File: config.mk
export PLATFORM = sky130hd
export DESIGN_NAME = adder_arbiter_flat
export DESIGN_NICKNAME = d
export VERILOG_FILES = /design/src/rtl/adder_arbiter_pkg.sv /design/src/rtl/adder_arbiter_if.sv /design/src/rtl/adder_arbiter_ripple.sv /design/src/rtl/adder_arbiter_rr.sv /design/src/rtl/adder_arbiter.sv /design/src/flat_wrapper.sv
export SDC_FILE = /design/constraint.sdc
export NUM_CORES = 1
export LEC_CHECK = 0
export CAP_MARGIN = 20
export CORE_AREA = 4 4 228 230
export DETAILED_ROUTE_END_ITERATION = 6
export DIE_AREA = 0 0 232 234
export GPL_TIMING_DRIVEN = 0
export PLACE_DENSITY = 0.58
export SLEW_MARGIN = 20
export SYNTH_ARGS = -nofsm -noshare
export SYNTH_HDL_FRONTEND = slang
export SYNTH_SLANG_ARGS = --single-unit
File: constraint.sdc
create_clock -name clk -period 32.8 [get_ports clk]
set_clock_uncertainty 0.1 [all_clocks]
set_input_delay 6.56 -clock clk [delete_from_list [all_inputs] [get_ports clk]]
set_output_delay 6.56 -clock clk [all_outputs]
set_load 0.02 [all_outputs]
File: src/rtl/adder_arbiter_pkg.sv
// ============================================================================
// Module      : adder_arbiter_pkg
// Description : Shared defaults, controller state type and index-width helper
//               for the shared-adder arbiter.
// Revision    : 1.0 - initial release
// ============================================================================
`default_nettype none

package adder_arbiter_pkg;

  localparam int DEF_N_REQ = 4;
  localparam int DEF_WIDTH = 64;

  // IDLE: result register empty; HOLD: result register holds a result.
  typedef enum logic [0:0] {
    ST_IDLE = 1'b0,
    ST_HOLD = 1'b1
  } state_e;

  // Requester index width; at least one bit so a single requester still works.
  function automatic int idx_w(input int n);
    return (n > 1) ? $clog2(n) : 1;
  endfunction

endpackage

`default_nettype wire

File: src/rtl/adder_arbiter_if.sv
// ============================================================================
// Module      : adder_arbiter_if
// Description : Request/response bundle between the requesters/consumer and
//               the shared-adder arbiter.
// Revision    : 1.0 - initial release
// ============================================================================
`default_nettype none

interface adder_arbiter_if
  import adder_arbiter_pkg::*;
#(
  parameter int N_REQ = DEF_N_REQ,
  parameter int WIDTH = DEF_WIDTH
);

  localparam int IDW = idx_w(N_REQ);

  logic [N_REQ-1:0]            req_valid;
  logic [N_REQ-1:0][WIDTH-1:0] req_a;
  logic [N_REQ-1:0][WIDTH-1:0] req_b;
  logic [N_REQ-1:0]            req_ready;
  logic                        rsp_valid;
  logic                        rsp_ready;
  logic [IDW-1:0]              rsp_id;
  logic [WIDTH-1:0]            rsp_result;
  logic                        busy;

  // Requesters and result consumer side.
  modport master (
    output req_valid, req_a, req_b, rsp_ready,
    input  req_ready, rsp_valid, rsp_id, rsp_result, busy
  );

  // Arbiter side.
  modport slave (
    input  req_valid, req_a, req_b, rsp_ready,
    output req_ready, rsp_valid, rsp_id, rsp_result, busy
  );

endinterface

`default_nettype wire

File: src/rtl/adder_arbiter_ripple.sv
// ============================================================================
// Module      : ripple_adder
// Description : Ripple-carry adder, sum modulo 2^WIDTH (carry-out not kept).
// Revision    : 1.0 - initial release
// ============================================================================
`default_nettype none

module ripple_adder #(
  parameter int WIDTH = 64
) (
  input  wire logic [WIDTH-1:0] a_i,
  input  wire logic [WIDTH-1:0] b_i,
  output wire logic [WIDTH-1:0] sum_o
);

  // Carry into each bit; the carry out of the top bit is never formed.
  wire logic [WIDTH-1:0] w_carry;

  assign w_carry[0] = 1'b0;

  for (genvar i = 0; i < WIDTH; i++) begin : g_bit
    assign sum_o[i] = a_i[i] ^ b_i[i] ^ w_carry[i];
    if (i < WIDTH - 1) begin : g_carry
      assign w_carry[i+1] = (a_i[i] & b_i[i]) | (w_carry[i] & (a_i[i] ^ b_i[i]));
    end
  end

endmodule

`default_nettype wire

File: src/rtl/adder_arbiter_rr.sv
// ============================================================================
// Module      : rr_arbiter
// Description : Combinational round-robin selector. Picks the first active
//               request at or above ptr_i, wrapping at N_REQ-1 -> 0.
// Revision    : 1.0 - initial release
// ============================================================================
`default_nettype none

module rr_arbiter
  import adder_arbiter_pkg::*;
#(
  parameter int N_REQ = DEF_N_REQ,
  parameter int IDW   = idx_w(DEF_N_REQ)
) (
  input  wire logic [N_REQ-1:0] req_i,
  input  wire logic [IDW-1:0]   ptr_i,
  input  wire logic             en_i,
  output logic      [N_REQ-1:0] gnt_o,
  output logic      [IDW-1:0]   idx_o,
  output logic                  any_o
);

  // Search N_REQ positions starting at ptr_i; first hit wins.
  always_comb begin
    int  pos;
    logic found;
    gnt_o = '0;
    idx_o = '0;
    found = 1'b0;
    pos   = 0;
    for (int k = 0; k < N_REQ; k++) begin
      pos = int'(ptr_i) + k;
      if (pos >= N_REQ) pos = pos - N_REQ;
      if (en_i && !found && req_i[pos]) begin
        found      = 1'b1;
        gnt_o[pos] = 1'b1;
        idx_o      = IDW'(pos);
      end
    end
    any_o = found;
  end

endmodule

`default_nettype wire

File: src/rtl/adder_arbiter.sv
// ============================================================================
// Module      : adder_arbiter
// Description : N_REQ requesters share one adder. Round-robin grant, one-deep
//               result register with back-to-back throughput.
// Revision    : 1.0 - initial release
// ============================================================================
`default_nettype none

module adder_arbiter
  import adder_arbiter_pkg::*;
#(
  parameter int N_REQ = DEF_N_REQ,
  parameter int WIDTH = DEF_WIDTH
) (
  input  wire logic    clk,
  input  wire logic    reset_n,
  adder_arbiter_if.slave bus
);

  localparam int IDW = idx_w(N_REQ);

  state_e           state_q,  state_d;
  logic [IDW-1:0]   ptr_q,    ptr_d;
  logic [WIDTH-1:0] result_q, result_d;
  logic [IDW-1:0]   id_q,     id_d;

  logic             w_window;
  logic [N_REQ-1:0] w_gnt;
  logic [IDW-1:0]   w_gnt_idx;
  logic             w_any_gnt;
  logic [WIDTH-1:0] w_sum;

  // A new operation may be taken when the result register is empty or is
  // being drained this cycle; grants are suppressed while reset is asserted.
  assign w_window = ((state_q == ST_IDLE) || bus.rsp_ready) && reset_n;

  rr_arbiter #(
    .N_REQ (N_REQ),
    .IDW   (IDW)
  ) u_rr (
    .req_i (bus.req_valid),
    .ptr_i (ptr_q),
    .en_i  (w_window),
    .gnt_o (w_gnt),
    .idx_o (w_gnt_idx),
    .any_o (w_any_gnt)
  );

  ripple_adder #(
    .WIDTH (WIDTH)
  ) u_add (
    .a_i   (bus.req_a[w_gnt_idx]),
    .b_i   (bus.req_b[w_gnt_idx]),
    .sum_o (w_sum)
  );

  assign bus.req_ready  = w_gnt;
  assign bus.rsp_valid  = (state_q == ST_HOLD);
  assign bus.rsp_id     = id_q;
  assign bus.rsp_result = result_q;
  assign bus.busy       = (state_q == ST_HOLD) || (|bus.req_valid);

  // Next state: a grant loads a new result; a drain with no grant empties.
  always_comb begin
    state_d  = state_q;
    ptr_d    = ptr_q;
    result_d = result_q;
    id_d     = id_q;
    if (w_any_gnt) begin
      state_d  = ST_HOLD;
      result_d = w_sum;
      id_d     = w_gnt_idx;
      ptr_d    = (int'(w_gnt_idx) == N_REQ - 1) ? '0 : w_gnt_idx + 1'b1;
    end else if ((state_q == ST_HOLD) && bus.rsp_ready) begin
      state_d = ST_IDLE;
    end
  end

  // State, pointer and result registers with synchronous active-low reset.
  always_ff @(posedge clk) begin
    if (!reset_n) begin
      state_q  <= ST_IDLE;
      ptr_q    <= '0;
      result_q <= '0;
      id_q     <= '0;
    end else begin
      state_q  <= state_d;
      ptr_q    <= ptr_d;
      result_q <= result_d;
      id_q     <= id_d;
    end
  end

endmodule

`default_nettype wire

File: src/flat_wrapper.sv
// flat-port wrapper written by rule: the top's interface ports become plain ports
module adder_arbiter_flat import adder_arbiter_pkg::*;
#(
  parameter int N_REQ = DEF_N_REQ,
  parameter int WIDTH = DEF_WIDTH
)
  (clk, reset_n, bus_req_valid, bus_req_a, bus_req_b, bus_rsp_ready, bus_req_ready, bus_rsp_valid, bus_rsp_id, bus_rsp_result, bus_busy);
  adder_arbiter_if #(.N_REQ(N_REQ), .WIDTH(WIDTH)) bus_i ();
  input  wire logic clk;
  input  wire logic reset_n;
  input wire logic [$bits(bus_i.req_valid)-1:0] bus_req_valid;
  input wire logic [$bits(bus_i.req_a)-1:0] bus_req_a;
  input wire logic [$bits(bus_i.req_b)-1:0] bus_req_b;
  input wire logic [$bits(bus_i.rsp_ready)-1:0] bus_rsp_ready;
  output wire logic [$bits(bus_i.req_ready)-1:0] bus_req_ready;
  output wire logic [$bits(bus_i.rsp_valid)-1:0] bus_rsp_valid;
  output wire logic [$bits(bus_i.rsp_id)-1:0] bus_rsp_id;
  output wire logic [$bits(bus_i.rsp_result)-1:0] bus_rsp_result;
  output wire logic [$bits(bus_i.busy)-1:0] bus_busy;
  assign bus_i.req_valid = bus_req_valid;
  assign bus_i.req_a = bus_req_a;
  assign bus_i.req_b = bus_req_b;
  assign bus_i.rsp_ready = bus_rsp_ready;
  assign bus_req_ready = bus_i.req_ready;
  assign bus_rsp_valid = bus_i.rsp_valid;
  assign bus_rsp_id = bus_i.rsp_id;
  assign bus_rsp_result = bus_i.rsp_result;
  assign bus_busy = bus_i.busy;
  adder_arbiter #(.N_REQ(N_REQ), .WIDTH(WIDTH)) u_core (.clk(clk), .reset_n(reset_n), .bus(bus_i));
endmodule
# == Word-level counts from Yosys, hierarchy flattened ==
# Cells that the tools add are included.
# totals
regBits,69
latchBits,0
ramBits,0
romBits,0
in_bits,519
output_inout_bits,72
mem_count,0
# op_classes
n_addsub,8
multipliers,0
div_mod_pow,0
n_lt_le_gt_ge,13
n_eq_ne,1
shifts,0
n_mux,43
bitwise,318
n_reduce_logical,20
# op_table
op,count
binary-select mux 64 bit (select 2 bit),2
"greater-or-equal comparator 32 x 1 -> 1 bit, second input constant",4
"less-than comparator 32 x 4 -> 1 bit, second input constant",4
two-way mux 32 bit,4
two-way mux 64 bit,2
bitwise XOR 1 bit,127
bitwise AND 1 bit,125
bitwise OR 1 bit,62
two-way mux 1 bit,18
two-way mux 4 bit,4
logical AND 1 bit,13
bitwise OR 4 bit,3
"subtractor 3 x 3 -> 4 bit, second input constant",3
two-way mux 2 bit,5
"greater-or-equal comparator 3 bit, second input constant",3
binary-select mux 1 bit (select 2 bit),4
demux 1 bit (select 2 bit),4
"adder 2 x 2 -> 3 bit, second input constant",2
OR reduction 4 bit,1
"subtractor 2 x 3 -> 4 bit, second input constant",1
"adder 2 x 1 -> 3 bit, second input constant",1
"greater-or-equal comparator 2 x 3 -> 1 bit, second input constant",1
logical NOT 1 bit,3
"less-than comparator 2 x 3 -> 1 bit, second input constant",1
other kinds (5),6

# == Logic depth before layout (Yosys ltp) ==
# Gate-level depths: netlist of run 1.
# logic_depth
ltp_word,147
mapped_depth,82
ltp_nobuf,76

# == Hierarchy ==
# A second synthesis of run 1 with hierarchy kept.
# hier_totals
cells_unflattened,522
area_unflattened_um2,7377.1
# by_module_without_submodules
mod,instances,cells_per_inst,area_per_inst_um2,seq_area_each_um2
adder_arbiter,1,386,5536.6,1381.3
ripple_adder,1,69,1296.2,0.0
rr_arbiter,1,67,544.3,0.0

# == Least setup slack after synthesis of run 1 ==
# No wires, ideal clock.
# synth_path
kind,input -> register
from,in bus_req_valid[0]
to,reg u_core.result_q[62] (netlist: u_core.bus.rsp_result[62])
arrival_time_ps,32205
required_ps,32584
slack_ps,379
cell_stages,76
n_path_buf,3
path_cell_list,clkbuf_1 > mux4_2 > or4_4 > o211ai_2 > buf_2 > buf_2 > nand2_1 > a31oi_1 > ha_1 > inv_1 > fa_1 > fa_1 > fa_1 > fa_1 > fa_1 > fa_1 > fa_1 > fa_1 > (+40 left out) > fa_1 > fa_1 > fa_1 > fa_1 > fa_1 > fa_1 > fa_1 > fa_1 > fa_1 > fa_1 > fa_1 > fa_1 > fa_1 > fa_1 > fa_1 > fa_1 > nand2_1 > o211a_1
# synth_via
elab_chain_len,143
# synth_rtl
element,line,source
"start, declared",flat_wrapper.sv:11,input wire logic [$bits(bus_i.req_valid)-1:0] bus_req_valid;
binary-select mux 1 bit (select 2 bit),adder_arbiter_rr.sv:34,if (en_i && !found && req_i[pos]) begin
two-way mux 1 bit (not written as such) (2 in series),adder_arbiter_rr.sv:34,
logical AND 1 bit,adder_arbiter_rr.sv:34,
two-way mux 1 bit,adder_arbiter_rr.sv:34,
logical NOT 1 bit,adder_arbiter_rr.sv:34,
logical AND 1 bit (2 in series),adder_arbiter_rr.sv:34,
two-way mux 1 bit,adder_arbiter_rr.sv:34,
logical NOT 1 bit,adder_arbiter_rr.sv:34,
(+125 left out),-,
bitwise OR 1 bit,adder_arbiter_ripple.sv:24,assign w_carry[i+1] = (a_i[i] & b_i[i]) | (w_carry[i] & (a_i[i] ^ b_i[i]));
bitwise AND 1 bit,adder_arbiter_ripple.sv:24,
bitwise OR 1 bit,adder_arbiter_ripple.sv:24,
bitwise AND 1 bit,adder_arbiter_ripple.sv:24,
bitwise OR 1 bit,adder_arbiter_ripple.sv:24,
bitwise AND 1 bit,adder_arbiter_ripple.sv:24,
bitwise OR 1 bit,adder_arbiter_ripple.sv:24,
bitwise XOR 1 bit,adder_arbiter_ripple.sv:22,assign sum_o[i] = a_i[i] ^ b_i[i] ^ w_carry[i];
"end signal, assigned",adder_arbiter.sv:89,result_q <= result_d;
"end, declared",adder_arbiter.sv:24,"logic [WIDTH-1:0] result_q, result_d;"
# Several ways; a longest one is shown, not always the timed one. The select of a mux whose other input is x is not followed.
# A chain may end at the register's enable or synchronous reset.

# == Worst setup path in the final report of run 1 ==
# layout_path
from,in bus_req_valid[2]
to,reg u_core.result_q[63] (netlist: u_core.bus.rsp_result[63])
# layout_via
elab_chain_len,145
# layout_rtl
element,line
binary-select mux 1 bit (select 2 bit),adder_arbiter_rr.sv:34
two-way mux 1 bit (not written as such) (2 in series),adder_arbiter_rr.sv:34
logical AND 1 bit,adder_arbiter_rr.sv:34
two-way mux 1 bit,adder_arbiter_rr.sv:34
logical NOT 1 bit,adder_arbiter_rr.sv:34
logical AND 1 bit (2 in series),adder_arbiter_rr.sv:34
two-way mux 1 bit,adder_arbiter_rr.sv:34
logical NOT 1 bit,adder_arbiter_rr.sv:34
(+127 left out),-
bitwise OR 1 bit,adder_arbiter_ripple.sv:24
bitwise AND 1 bit,adder_arbiter_ripple.sv:24
bitwise OR 1 bit,adder_arbiter_ripple.sv:24
bitwise AND 1 bit,adder_arbiter_ripple.sv:24
bitwise OR 1 bit,adder_arbiter_ripple.sv:24
bitwise AND 1 bit,adder_arbiter_ripple.sv:24
bitwise OR 1 bit,adder_arbiter_ripple.sv:24
bitwise XOR 1 bit,adder_arbiter_ripple.sv:22
# Several ways; a longest one is shown, not always the timed one. The select of a mux whose other input is x is not followed.

==> out/qor.yml, run 1 <==
yosysWarnings: 0
ys_types: 45
vias_per_cell: 4.521
cts.sinks: 69
avgSynthCellArea_sq_um: 6.344
dp_hpwl_mm: 50.88
track_usage_pct: 21.32
synthArstFlopShare_pct: 0
cp_common_cell: "fa_2"
p_int_uw: 380.2
placedCellCount: 2602
cts_hold_buf: 0
drc: 0
pwr-share-seq_pct: 16.0
start_kind: "primary input"
insertion_delay_ns: 0.36
multiInputGateArea_sq_um: 6641
crit_arrival_ns: 32.33
nFillCells: 5549
hold_depth: 2
worstReg2RegEnd: "u_core.bus.rsp_result[63]"
area_delta_synth_final_pct: 87.44
clkPwrFrac_pct: 15.9
min_path_type: "flop to flop"
ff2ff_path_depth: 83
max_freq_mhz: 31.05
dieHeight_um: 234
yosysTopAreaCellShare_pct: 16.29
clkTransAtPathRegs_ns: 0.06
reg2reg_slack_ns: 5.70
cts_buffers: 9
startpoint: "bus_req_valid[2]"
p_sw_share_pct: 45.86
firstDrtPassIters: 5
synth_nets: 1930
critPathKind: "primary input to flop"
p_per_area_nw_per_um2: 44.07
setup_tns_ns: 0
leakage_nw: 6.832
initial_utilization_pct: 17.05
antenna_found_initial: 5
postSynthCellCount: 1340
crit_slowest_cell: "clkdlybuf4s50_1"
synthTopCellsByArea: "nor2_1, dfxtp_1, fa_1"
worstMarginPinSlew_ns: 1.140
htreeDepth: 3
setup.worst_path.end: "u_core.bus.rsp_result[63]"
ios: 591
relSlewSlack_pct: 23.18
max_stage_delay_ns: 0.51
min_period_ns: 32.20
rsz0062_at_grt: "no"
yosys.area.top_type: "nor2_1"
seq_area_sq_um: 1381
cp.required_ns: 32.93
routedWlPerCell_um: 23.20
die_w_um: 232
irDropWorstVdd_mv: 0.02404
grt_overflow_total: 0
ys_seq_area_share_pct: 16.25
cp-end-kind: "flop"
ctsRootBufferMaster: "clkbuf_16"
grt_pass1_vias: 12308
final_nets: 2541
grt_max_degree: 14
drv_slew: 0
routed_wl_mm: 61.03
port_buffers: 589
gp_congestion: 0.9454
synth_commonest_cells: "nor2_1, nand2_1, nand3_1"
drv_cap: 0
post-route-period-util_pct: 98.18
worst-path-max-fanout: 10
outcome: "complete, no violations"
synth_edf_count: 0
final_hold_viol_count: 0
cts_tree: "done"
num_rows: 82
syn_area_sq_um: 8501
drive_above_1_share_pct: 8.998
die_area_sq_um: 54290
grt_pass1_wl_mm: 83.69
synthFlopType: "dfxtp_1"
layout.cells.non_filler: 2631
rr_startpoint: "u_core.ptr_q[0]"
via_count: 11896
yosysMostFrequentCell: "nor2_1"
core_area_sq_um: 49860
combPwrFrac_pct: 68.0
ant_nets: 0
switching_power_uw: 322.1
clockBufferDepth: 2
setup_viol: 0
ys_ff_latch: 69
finalPower_uw: 702.3
drtIter0Drc: 827
==> layout by cell type (no fill, tap or decap), drive strengths merged, types with 7 or more instances in the layout <==
master	synthesis	final
ha	9	9
clkdlybuf4s50	0	588
inv	6	7
fa	62	62
nor2	370	370
o211a	62	62
nand3	126	126
nand2	329	329
buf	81	92
clkbuf	31	40
o21ai	127	127
a21oi	7	7
dfxtp	69	69
==> registers in the layout, summed over array words and instances (netlist names) <==
| signal | flops |
|---|---|
| u_core.bus.rsp_valid | 1 |
| u_core.ptr_q | 2 |
| u_core.bus.rsp_result | 64 |
| u_core.bus.rsp_id | 2 |
==> layout make-up <==
type | count | area share [%]
Tap cell | 672 | 5.277
Clock inverter | 7 | 0.6203
Inverter | 6 | 0.1413
Multi-Input combinational cell | 1153 | 41.68
Sequential cell | 69 | 8.669
Timing Repair Buffer | 600 | 37.61
Clock buffer | 9 | 1.413
Antenna cell | 3 | 0.04711
Buffer | 112 | 4.539
==> what timing repair did <==
action / 4_1_cts / 5_1_grt
pin swaps: 10 / 4
endpoints found under the setup margin: 8 / 3
gates resized for setup: 67 / 17
buffers inserted: 10 / 0
==> metal layers <==
layer / track usage [%] / wire length, um / vias to the layer above
met2: 34.36 / 28350 / 526
li1: - / - / 5613
met4: 5.829 / 1461 / 0
met3: 6.147 / 4785 / 73
met1: 28.02 / 26440 / 5684
met5: 0 / 0 / -
==> stage by stage <==
step	cell area, sq um	utilization [%]	setup WS, ns	hold slack, ns
2_1_floorplan	8501	-	0.3791	0.4402
3_3_place_gp	15240	30.56	-2.696	0.3538
3_5_place_dp	15250	30.59	-2.874	0.3586
4_1_cts	15880	31.84	0.008363	0.3671
5_1_grt	15930	31.95	0.05305	0.3845
6_report	15930	31.96	0.5970	0.3643
==> critical path, delay by kind of cell <==
family                     cells  cell delay [ns]
buffers and inverters         10             1.65
AOI/OAI and AO/OA              5             0.92
and+or+nand+nor                1             0.15
xor gates and xnor gates       1             0.20
adders and majority gates     63            22.81
==> power groups by stage <==
stage	sequential, mW	combinational, mW	clock [mW]
floorplan	0.129	0.217	0
global placement	0.114	0.454	0
detailed placement	0.114	0.454	0
CTS	0.112	0.476	0.116
global route	0.114	0.524	0.120
finish	0.113	0.478	0.112
==> worst min path at each step <==
stage                         startpoint                   endpoint  slack [ns]
5_1_grt        u_core.bus.rsp_result[16]  u_core.bus.rsp_result[16]        0.38
4_1_cts        u_core.bus.rsp_result[16]  u_core.bus.rsp_result[16]        0.37
2_1_floorplan       u_core.bus.rsp_id[1]       u_core.bus.rsp_id[1]        0.44
6_report       u_core.bus.rsp_result[16]  u_core.bus.rsp_result[16]        0.36
3_5_place_dp   u_core.bus.rsp_result[16]  u_core.bus.rsp_result[16]        0.36
3_3_place_gp    u_core.bus.rsp_result[0]   u_core.bus.rsp_result[0]        0.35
==> cell families (layout without fill, tap and decap cells) <==
kind of cell             count (synthesis)  after routing  share of synthesized area (%)
AND/OR/NAND/NOR                        848            848                          40.30
AO/OA/AOI/OAI                          219            219                          17.65
buffers and inverters                  118            734                          7.845
adder cells (fa/ha/maj)                 71             71                          15.93
flip-flops                              69             69                          16.25
multiplexers                            10             10                          1.516
XOR/XNOR                                 5              5                         0.5151
other                                    0              3                              0
No activity file was read; power rests on OpenSTA's default activity.
==> run 2: changes to the inputs <==
--- a/config.mk
+++ b/config.mk
@@ -10,7 +10,7 @@
 export DETAILED_ROUTE_END_ITERATION = 6
 export DIE_AREA = 0 0 232 234
 export GPL_TIMING_DRIVEN = 0
-export PLACE_DENSITY = 0.58
+export PLACE_DENSITY = 0.57
 export SLEW_MARGIN = 20
 export SYNTH_ARGS = -nofsm -noshare
 export SYNTH_HDL_FRONTEND = slang
==> constraint.sdc (replaced) <==
create_clock -name clk -period 31.5 [get_ports clk]
set_clock_uncertainty 0.1 [all_clocks]
set_input_delay 6.3 -clock clk [delete_from_list [all_inputs] [get_ports clk]]
set_output_delay 6.3 -clock clk [all_outputs]
set_load 0.02 [all_outputs]
==> out/qor.yml, run 2 (synthesis gave the netlist of run 1 again) <==
leakage_nw: 7.013
drv_slew: 0
setup_viol: 0
htreeDepth: 3
start_kind: "primary input"
cp-end-kind: "flop"
cts_buffers: 9
crit_arrival_ns: 31.34
worst-path-max-fanout: 10
reg2reg_slack_ns: 4.78
irDropWorstVdd_mv: 0.02223
cp_common_cell: "fa_2"
switching_power_uw: 339.4
largest_register_ff_count: 64
min_period_ns: 31.20
post-route-period-util_pct: 99.06
crit_slowest_cell: "fa_2"
routed_wl_mm: 62.07
relSlewSlack_pct: 35.22
drv_cap: 0
pwr-share-seq_pct: 15.3
die_area_sq_um: 54290
antenna_found_initial: 7
drc: 0
grt_pass1_wl_mm: 85.14
clkPwrFrac_pct: 16.5
die_w_um: 232
cts_hold_buf: 0
outcome: "complete, no violations"
ant_nets: 0
p_per_area_nw_per_um2: 46.27
num_rows: 82
worstMarginPinSlew_ns: 0.9615
combPwrFrac_pct: 68.3
track_usage_pct: 21.66
grt_overflow_total: 0
final_nets: 2562
p_sw_share_pct: 44.88
cp.required_ns: 31.64
max_freq_mhz: 32.05
insertion_delay_ns: 0.35
clkTransAtPathRegs_ns: 0.07
core_area_sq_um: 49860
initial_utilization_pct: 17.05
min_path_type: "flop to flop"
p_int_uw: 416.8
area_delta_synth_final_pct: 92.24
drtIter0Drc: 776
layout.cells.non_filler: 2650
vias_per_cell: 4.467
firstDrtPassIters: 5
routedWlPerCell_um: 23.42
max_stage_delay_ns: 0.57
dp_hpwl_mm: 51.30
gp_congestion: 0.9606
mostFrequentLayoutCell: "clkdlybuf4s50_1"
grt_pass1_vias: 12304
clockBufferDepth: 2
rsz0062_at_grt: "yes"
via_count: 11838
layout_common_cells: "clkdlybuf4s50_1, nor2_1, nand2_1"
cts_tree: "done"
placedCellCount: 2601
critPathKind: "primary input to flop"
dieHeight_um: 234
setup_tns_ns: 0
drive_above_1_share_pct: 11.53
port_buffers: 589
hold_ws_ns: 0.3716
final_hold_viol_count: 0
cts.sinks: 69
ctsRootBufferMaster: "clkbuf_16"
ios: 591
grt_max_degree: 14
-- run 2: cell count changes in the layout (fill, tap and decap cells not counted), sizes merged, moves of 2 or more --
cell and change:
dlymetal6s2s +2, clkinv -2, clkdlybuf4s50 -4, diode -2, clkbuf +2, buf +22
-- run 2: path summary, 6_finish.rpt --
path	to	from	depth (start not counted)
worst min register to register	u_core.bus.rsp_result[0]	u_core.bus.rsp_result[0]	2
worst max-delay path	u_core.bus.rsp_result[62]	bus_req_valid[0]	78
worst min-delay path	u_core.bus.rsp_result[0]	u_core.bus.rsp_result[0]	2
worst max register to register	u_core.bus.rsp_result[62]	u_core.ptr_q[0]	82
-- run 2: power by group through the flow --
stage / Clock [mW] / Sequential (mW) / Combinational [mW]
after global routing: 0.131 / 0.117 / 0.569
after floorplan: 0 / 0.134 / 0.230
final: 0.124 / 0.115 / 0.516
after global placement: 0 / 0.116 / 0.483
after detailed placement: 0 / 0.117 / 0.484
after CTS: 0.128 / 0.116 / 0.518
-- run 2: metrics by stage --
| step | power [mW] | setup slack (ns) | util, % | instance area, sq um |
|---|---|---|---|---|
| finish | 0.7561 | 0.2972 | 32.77 | 16340 |
| global route | 0.8178 | -0.2497 | 32.77 | 16340 |
| CTS | 0.7620 | -0.2857 | 32.37 | 16140 |
| detailed placement | 0.6010 | -3.836 | 30.72 | 15320 |
| global placement | 0.5990 | -3.672 | 30.71 | 15310 |
| floorplan | 0.3644 | 0.009049 | - | 8577 |
-- run 2: layout make-up --
type	count	area [sq um]
fill	5487	33520
tap	672	840.8
clock inverter	7	120.1
buffer	111	808.3
sequential	69	1381
antenna	1	2.502
timing repair buffer	622	6176
multi-input combinational	1153	6765
inverter	6	22.52
clock buffer	9	225.2
-- run 2: layer usage --
metal	part of all wire, %	vias to the layer above	track usage, %
li1	-	5652	-
met1	42	5607	26.64
met2	49	509	38.96
met3	6.8	62	4.859
met4	2.1	8	4.446
met5	0.089	-	0
-- run 2: timing repair --
action | CTS | global route
endpoints found under the setup margin | 10 | 4
pin swaps | 17 | 26
setup buffers | 17 | 16
gates resized for setup | 107 | 37
-- run 2: worst max-delay path: cells and delay by family --
kind | cells | cell delay, ns
and+or+nand+nor | 2 | 0.27
muxes | 1 | 0.50
adders and majority gates | 63 | 22.68
AOI/OAI and AO/OA | 4 | 0.63
buffers and inverters | 8 | 0.92
==> run 3: changes to the inputs <==
--- a/config.mk
+++ b/config.mk
@@ -9,8 +9,11 @@
 export CORE_AREA = 4 4 228 230
 export DETAILED_ROUTE_END_ITERATION = 6
 export DIE_AREA = 0 0 232 234
+export GPL_ROUTABILITY_DRIVEN = 0
 export GPL_TIMING_DRIVEN = 0
 export PLACE_DENSITY = 0.57
+export RECOVER_POWER = 100
+export SETUP_SLACK_MARGIN = 0.3
 export SLEW_MARGIN = 20
 export SYNTH_ARGS = -nofsm -noshare
 export SYNTH_HDL_FRONTEND = slang
==> out/qor.yml, run 3 (synthesis gave the netlist of run 1 again) <==
routedWlPerCell_um: 22.50
min_period_ns: 31.15
grt_overflow_total: 0
routed_wl_mm: 59.77
ctsRootBufferMaster: "clkbuf_16"
final_nets: 2570
grt_max_degree: 12
clkPwrFrac_pct: 15.3
htreeDepth: 3
worstMarginPinSlew_ns: 0.8762
firstDrtPassIters: 5
dp_hpwl_mm: 49.12
p_int_uw: 399.9
hold_ws_ns: 0.3721
ant_nets: 0
ios: 591
num_rows: 82
track_usage_pct: 20.64
start_kind: "primary input"
min_path_type: "flop to flop"
placedCellCount: 2601
drv_slew: 0
dieHeight_um: 234
via_count: 12058
leakage_nw: 7.195
cts.sinks: 69
drv_cap: 0
finalPower_uw: 730.1
combPwrFrac_pct: 69.0
finalCoreUtilization_pct: 32.79
crit_arrival_ns: 31.29
die_area_sq_um: 54290
worst-path-max-fanout: 7
clkTransAtPathRegs_ns: 0.07
clockBufferDepth: 2
layout.cells.non_filler: 2657
reg2reg_slack_ns: 4.88
outcome: "complete, no violations"
grt_pass1_wl_mm: 81.98
diodes: 0
relSlewSlack_pct: 40.97
layout_common_cells: "clkdlybuf4s50_1, nor2_1, nand2_1"
antenna_found_initial: 3
critPathKind: "primary input to flop"
cp.required_ns: 31.65
mostFrequentLayoutCell: "clkdlybuf4s50_1"
irDropWorstVdd_mv: 0.02293
cp_common_cell: "fa_2"
grt_pass1_vias: 12240
crit_slowest_cell: "fa_2"
vias_per_cell: 4.538
cts_tree: "done"
max_stage_delay_ns: 0.53
core_area_sq_um: 49860
cts_buffers: 9
switching_power_uw: 330.2
cp-end-kind: "flop"
initial_utilization_pct: 17.05
area_delta_synth_final_pct: 92.36
drive_above_1_share_pct: 11.89
largest_register_ff_count: 64
post-route-period-util_pct: 98.88
rsz0062_at_grt: "yes"
p_per_area_nw_per_um2: 44.65
drtIter0Drc: 721
fin_area_sq_um: 16350
p_sw_share_pct: 45.23
insertion_delay_ns: 0.35
max_freq_mhz: 32.11
final_hold_viol_count: 0
placed_cell_area_sq_um: 15340
die_w_um: 232
drc: 0
port_buffers: 589
pwr-share-seq_pct: 15.7
setup_viol: 0
## run 3: cell count changes in the layout (fill, tap and decap cells not counted), sizes merged, moves of 2 or more
| cell | change |
|---|---|
| bufinv | -2 |
| buf | +9 |
| clkbuf | +3 |
| inv | -2 |
| dlygate4sd3 | +67 |
| clkdlybuf4s50 | -67 |
## run 3: metal layers
metal  up-vias  track usage [%]  share of wire (%)
met3        74            4.568                7.3
met2       586            36.08                 49
met1      5728            25.81                 41
met5         -                0                  0
met4         0            5.361                2.6
li1       5670                -                  -
## run 3: what timing repair did
item / CTS / global route
gates cloned: 0 / 1
setup endpoints to repair: 8 / 4
setup buffers: 15 / 24
pin swaps: 18 / 35
endpoints found under the hold margin: 0 / 0
hold buffers: 0 / 0
gates resized for setup: 81 / 53
## run 3: per-stage QoR
step	worst slack (ns)	setup TNS [ns]
after floorplan	0.3315	0
after global placement	-2.721	-12.33
after detailed placement	-2.902	-14.03
after CTS	0.01821	0
after global routing	-0.1098	-0.1737
final	0.3535	0
## run 3: final cells by class
class | instances | area (sq um)
sequential | 69 | 1381
multi-input combinational | 1153 | 6769
clock inverter | 3 | 42.54
clock buffer | 13 | 270.3
tap | 672 | 840.8
timing repair buffer | 629 | 6200
fill | 5423 | 33510
inverter | 6 | 22.52
buffer | 112 | 825.8
## run 3: worst paths after layout
path,from,to,depth (start not counted)
worst min register to register,u_core.bus.rsp_id[1],u_core.bus.rsp_id[1],2
worst min-delay path,u_core.bus.rsp_id[1],u_core.bus.rsp_id[1],2
worst max-delay path,bus_req_valid[3],u_core.bus.rsp_result[62],77
worst max register to register,u_core.ptr_q[0],u_core.bus.rsp_result[62],81
## run 3: worst max-delay path: cells and delay by family
| family | cells | cell delay [ns] |
|---|---|---|
| multiplexers | 1 | 0.48 |
| AND/OR/NAND/NOR | 3 | 0.58 |
| buffers and inverters | 7 | 0.68 |
| AO/OA/AOI/OAI | 3 | 0.47 |
| adder cells (fa/ha/maj) | 63 | 22.73 |
## run 3: power by group through the flow
stage / Clock, mW / Sequential (mW) / Combinational (mW)
after floorplan: 0 / 0.134 / 0.232
after global placement: 0 / 0.116 / 0.473
after detailed placement: 0 / 0.117 / 0.477
after CTS: 0.115 / 0.115 / 0.503
after global routing: 0.118 / 0.116 / 0.554
final: 0.112 / 0.114 / 0.504
==> variant 1 (settings of run 2) <==
Reset style: asynchronous (`reset_n`), changed in one clocked block. Comments in the files are not updated.
--- a/src/rtl/adder_arbiter.sv
+++ b/src/rtl/adder_arbiter.sv
@@ -77,7 +77,7 @@
   end
 
   // State, pointer and result registers with synchronous active-low reset.
-  always_ff @(posedge clk) begin
+  always_ff @(posedge clk or negedge reset_n) begin
     if (!reset_n) begin
       state_q  <= ST_IDLE;
       ptr_q    <= '0;
Check against the original RTL: differs if reset_n is asserted again (counterexample within 4 cycles, from zero or initial values and one cycle with reset_n low); with reset_n held inactive, the same outputs for 4 cycles.
==> variant 1 against run 2 <==
The run now ends with negative setup slack left. Critical path depth grew 3. Sequential cell count is the same. Synthesized area shrank 1.7%. Non-clock buffer count shrank 18. Setup slack lost 0.43 ns. Routed wire length shrank 4.4%. Design area shrank 2.0%. Critical path type unchanged.
Power is not compared: it rests on default switching activity, and its combinational part moved more than twofold at a synthesized area within 25%.
==> variant 1: results (changes against run 2) <==
| Metric | Value |
|---|---|
| FILL cells | `5472 (-0.27%)` |
| Reg2Reg Setup Slack | `4.76 ns (-0.02 ns)` |
| Final worst setup slack | `-0.137 ns (-0.435 ns)` |
| Async S/R FF share, synth | `1.00 (+1.00)` |
| Nets@finish | `2543 (-0.74%)` |
| Main synth FF type | `dfrtp_1` |
| Placed inst area | `0.0152 mm² (-0.65%)` |
| Final HPWL DP | `48500 µm (-5.4%)` |
| Met2 wire length | `29900 µm (-2.6%)` |
| Routed length on met3 | `3860 µm (-8.3%)` |
| Final GP Congestion | `0.908 (-5.5%)` |
| Critical-path top delay cell | `mux4_2` |
| Setup Total Neg Slack | `-0.137 ns (-0.137 ns)` |
| Status | `finished with violations` |
| Input/output buffers | `590 (+0.17%)` |
| Largest net degree at the start of global routing | `36 (+22)` |
| Yosys cell types | `44 (-2.2%)` |
| Initial drt markers | `797 (+2.7%)` |
| Diode count | `0 (-1)` |
| Worst Tran Pin Value | `1.07 ns (+0.113 ns)` |
| Synth Net Count | `1917 (-0.67%)` |
| Failing checks | `negative setup slack` |
| Initial antenna violation count | `4 (-3)` |
| Syn Inst Count | `1327 (-0.97%)` |
| Vias per cell | `4.46 (-0.17%)` |
| Ratio of cells with drive above 1 in the final layout | `0.0894 (-0.0259)` |
| Setup violators final | `1 (+1)` |
| Number of global-route vias before repair | `12191 (-0.92%)` |
| Commonest cells post-synth | `nand2_1 (705), o21ai_0 (164), nand3_1 (123)` |
| Worst stage delay on the critical path | `0.53 ns (-0.04 ns)` |
==> variant 1: cell type report <==
| cell class | count | area [µm²] | share of cell area |
|---|---|---|---|
| Clock buffer | 11 | 253 | 0.0158 |
| Clock inverter | 4 | 47.5 | 0.00297 |
| Multi-Input combinational cell | 1151 | 6350 | 0.397 |
| Inverter | 7 | 26.3 | 0.00164 |
| Buffer | 100 | 603 | 0.0377 |
| Timing Repair Buffer | 615 | 6170 | 0.385 |
| Sequential cell | 69 | 1730 | 0.108 |
| Tap cell | 672 | 841 | 0.0525 |
==> variant 1: worst paths after layout <==
| kind | from | endpoint | cells past startpoint |
|---|---|---|---|
| setup / recovery | bus_req_valid[3] | u_core.bus.rsp_result[63]$_DFFE_PN0P_ | 81 |
| hold reg to reg | u_core.bus.rsp_id[0]$_DFFE_PN0P_ | u_core.bus.rsp_id[0]$_DFFE_PN0P_ | 2 |
| hold / removal | u_core.bus.rsp_id[0]$_DFFE_PN0P_ | u_core.bus.rsp_id[0]$_DFFE_PN0P_ | 2 |
| setup reg to reg | u_core.ptr_q[1]$_DFFE_PN0P_ | u_core.bus.rsp_result[63]$_DFFE_PN0P_ | 81 |
| max in group asynchronous | reset_n | u_core.bus.rsp_result[19]$_DFFE_PN0P_ | 2 |
| min in group asynchronous | reset_n | u_core.bus.rsp_result[36]$_DFFE_PN0P_ | 1 |
==> variant 1: cell families after synthesis <==
family                     share of synthesized area
and+or+nand+nor                                0.412
AOI/OAI and AO/OA                              0.138
DFF                                            0.207
xor gates and xnor gates                     0.00105
muxes                                         0.0196
adders and majority gates                      0.162
buffers and inverters                         0.0609
==> variant 1: stage by stage <==
stage | util | hold slack, ns
after floorplan | - | 0.480
after global placement | 0.305 | 0.358
after detailed placement | 0.305 | 0.362
after CTS | 0.320 | 0.375
after global routing | 0.321 | 0.397
final | 0.321 | 0.375
==> variant 1: worst max-delay path: cells and delay by family <==
| kind | cells | cell delay [ns] |
|---|---|---|
| and+or+nand+nor | 3 | 0.49 |
| AOI/OAI and AO/OA | 4 | 0.62 |
| buffers and inverters | 9 | 1.00 |
| adders and majority gates | 63 | 22.51 |
| muxes | 1 | 0.53 |
| xor gates and xnor gates | 1 | 0.28 |
==> variant 1: what timing repair did <==
action / CTS / global route
resized for setup: 97 / 14
buffers inserted: 19 / 2
pin swaps: 18 / 11
cloned: 1 / 1
endpoints found under the setup margin: 9 / 3
==> variant 1: routing by layer <==
| layer | GRT usage | up-vias |
|---|---|---|
| li1 | - | 5552 |
| met1 | 0.255 | 5569 |
| met2 | 0.374 | 529 |
| met3 | 0.0430 | 66 |
| met4 | 0.0417 | 8 |
| met5 | 0 | - |
==> variant 2 (config.mk and constraints of run 2) <==
Made on the original files. Change the package constant `DEF_N_REQ` from 4 to 5.
--- a/src/rtl/adder_arbiter_pkg.sv
+++ b/src/rtl/adder_arbiter_pkg.sv
@@ -8,7 +8,7 @@
 
 package adder_arbiter_pkg;
 
-  localparam int DEF_N_REQ = 4;
+  localparam int DEF_N_REQ = 5;
   localparam int DEF_WIDTH = 64;
 
   // IDLE: result register empty; HOLD: result register holds a result.
Interface: changed (5 resized); port bits go from 591 to 722. No check against the original RTL was run, so the function may have changed too.
==> variant 2 against run 2 <==
The flow now finishes with violations (negative setup slack). Non-clock buffer count up 111. Synthesized area rose by 30%. Design area up 23%. Sequential cell count grew 2. Setup slack got worse by 0.44 ns. Routed wire length grew 20%. First-iteration DRC count up 8.4%.
Power is left out: it rests on default switching activity, and per cell area and clock period it moved more than threefold.
==> variant 2: results (changes against run 2) <==
| Metric | Value |
|---|---|
| Input/output buffers | `721 (+22%)` |
| Total GRT Usage | `0.258 (+0.0416)` |
| GR Util met2 | `0.433 (+0.0430)` |
| Vias | `12628 (+6.7%)` |
| Setup violators final | `2 (+2)` |
| Arrival @ worst endpoint | `31.85 ns (+0.51 ns)` |
| CP Launch Point | `bus_req_valid[2]` |
| Worst-skew pair later-pin latency | `0.36 ns` |
| Grt met3 use | `0.0722 (+0.0236)` |
| Type of the worst min-delay path | `reg2reg` |
| Cells resized by post-CTS repair | `129 (+21%)` |
| Async S/R FF share, synth | `0 (unchanged)` |
| Clk root buf | `clkbuf_16` |
| Reg-to-Reg Start | `u_core.ptr_q[1]$_SDFFE_PN0P_` |
| Final GP Congestion | `0.905 (-5.8%)` |
| Worst stage delay on the critical path | `0.45 ns (-0.12 ns)` |
| Crit path max fanout | `6 (-4)` |
| FILL cells | `5120 (-6.7%)` |
| Placed inst area | `0.0192 mm² (+25%)` |
| Failing checks | `negative setup slack` |
| Routed length on met3 | `5390 µm (+28%)` |
| Worst Tran Pin Value | `1.00 ns (+0.0432 ns)` |
| Hold_sp | `u_core.bus.rsp_result[16]$_SDFFE_PN0P_` |
| Nets@finish | `2644 (+3.2%)` |
| CTS Buf Count | `9 (unchanged)` |
| Met1 usage in global routing | `0.324 (+0.0575)` |
| CTS max path bufs | `2 (unchanged)` |
| Ratio of cells with drive above 1 in the final layout | `0.114 (-0.000922)` |
| Number of global-route vias before repair | `13403 (+8.9%)` |
| Initial drt markers | `841 (+8.4%)` |
| Commonest cells post-synth | `mux2i_1 (506), nand2_1 (94), dfxtp_1 (71)` |
| Status | `finished with violations` |
| Detailed Route WL | `74500 µm (+20%)` |
| Final worst setup slack | `-0.145 ns (-0.442 ns)` |
| Yosys cell types | `79 (+76%)` |
| Final HPWL DP | `63900 µm (+25%)` |
| Synth Net Count | `1888 (-2.2%)` |
| Main synth FF type | `dfxtp_1` |
| Met2 wire length | `36300 µm (+18%)` |
| Initial antenna violation count | `22 (+15)` |
| Global-route wire length before repair | `99100 µm (+16%)` |
| WL met1 | `31000 µm (+20%)` |
| Sequential element share of the synthesized area | `0.128 (-0.0343)` |
| Drt first pass iters | `5 (unchanged)` |
| Area contributors post-synth | `mux2i_1 (46%), dfxtp_1 (13%), fa_1 (11%), o211a_1 (5.5%), nand2_1 (3.2%)` |
| Post CTS Setup Buffer Count | `23 (+6)` |
| Cell family with most CP delay | `adder cells` |
[variant 2: final timing paths]
check                                                 to  slack, ns  cells after the start
setup / recovery  u_core.bus.rsp_result[63]$_SDFFE_PN0P_      -0.15                     84
hold / removal    u_core.bus.rsp_result[16]$_SDFFE_PN0P_       0.37                      2
setup reg to reg  u_core.bus.rsp_result[63]$_SDFFE_PN0P_       3.33                     86
hold reg to reg   u_core.bus.rsp_result[16]$_SDFFE_PN0P_       0.37                      2
[variant 2: through the flow]
| step | setup slack (ns) | cells | setup TNS [ns] |
|---|---|---|---|
| finish | -0.145 | 2606 | -0.263 |
| floorplan | 0.0377 | 1162 | 0 |
| global route | -0.700 | 2605 | -1.62 |
| global placement | -3.74 | 2555 | -24.96 |
| detailed placement | -3.90 | 2555 | -26.72 |
| CTS | -0.725 | 2591 | -1.73 |
[variant 2: logic make-up (layout without fill, tap and decap cells)]
group | after synthesis | in the layout | synth area share
other | 0 | 11 | 0
DFF | 71 | 71 | 0.128
xor gates and xnor gates | 7 | 7 | 0.00621
AOI/OAI and AO/OA | 180 | 180 | 0.133
adders and majority gates | 78 | 78 | 0.131
muxes | 512 | 512 | 0.463
buffers and inverters | 117 | 878 | 0.0552
and+or+nand+nor | 197 | 197 | 0.0839
[variant 2: area by class of cell]
cell class | instances | area, µm² | share of cell area
repair buffers | 748 | 7420 | 0.370
clock inverters | 6 | 67.6 | 0.00337
plain buffers | 96 | 654 | 0.0326
diodes | 11 | 27.5 | 0.00137
well taps | 672 | 841 | 0.0419
flip-flops and latches | 71 | 1420 | 0.0709
multi-input cells | 974 | 9300 | 0.464
clock buffers | 10 | 239 | 0.0119
inverters | 18 | 70.1 | 0.00350
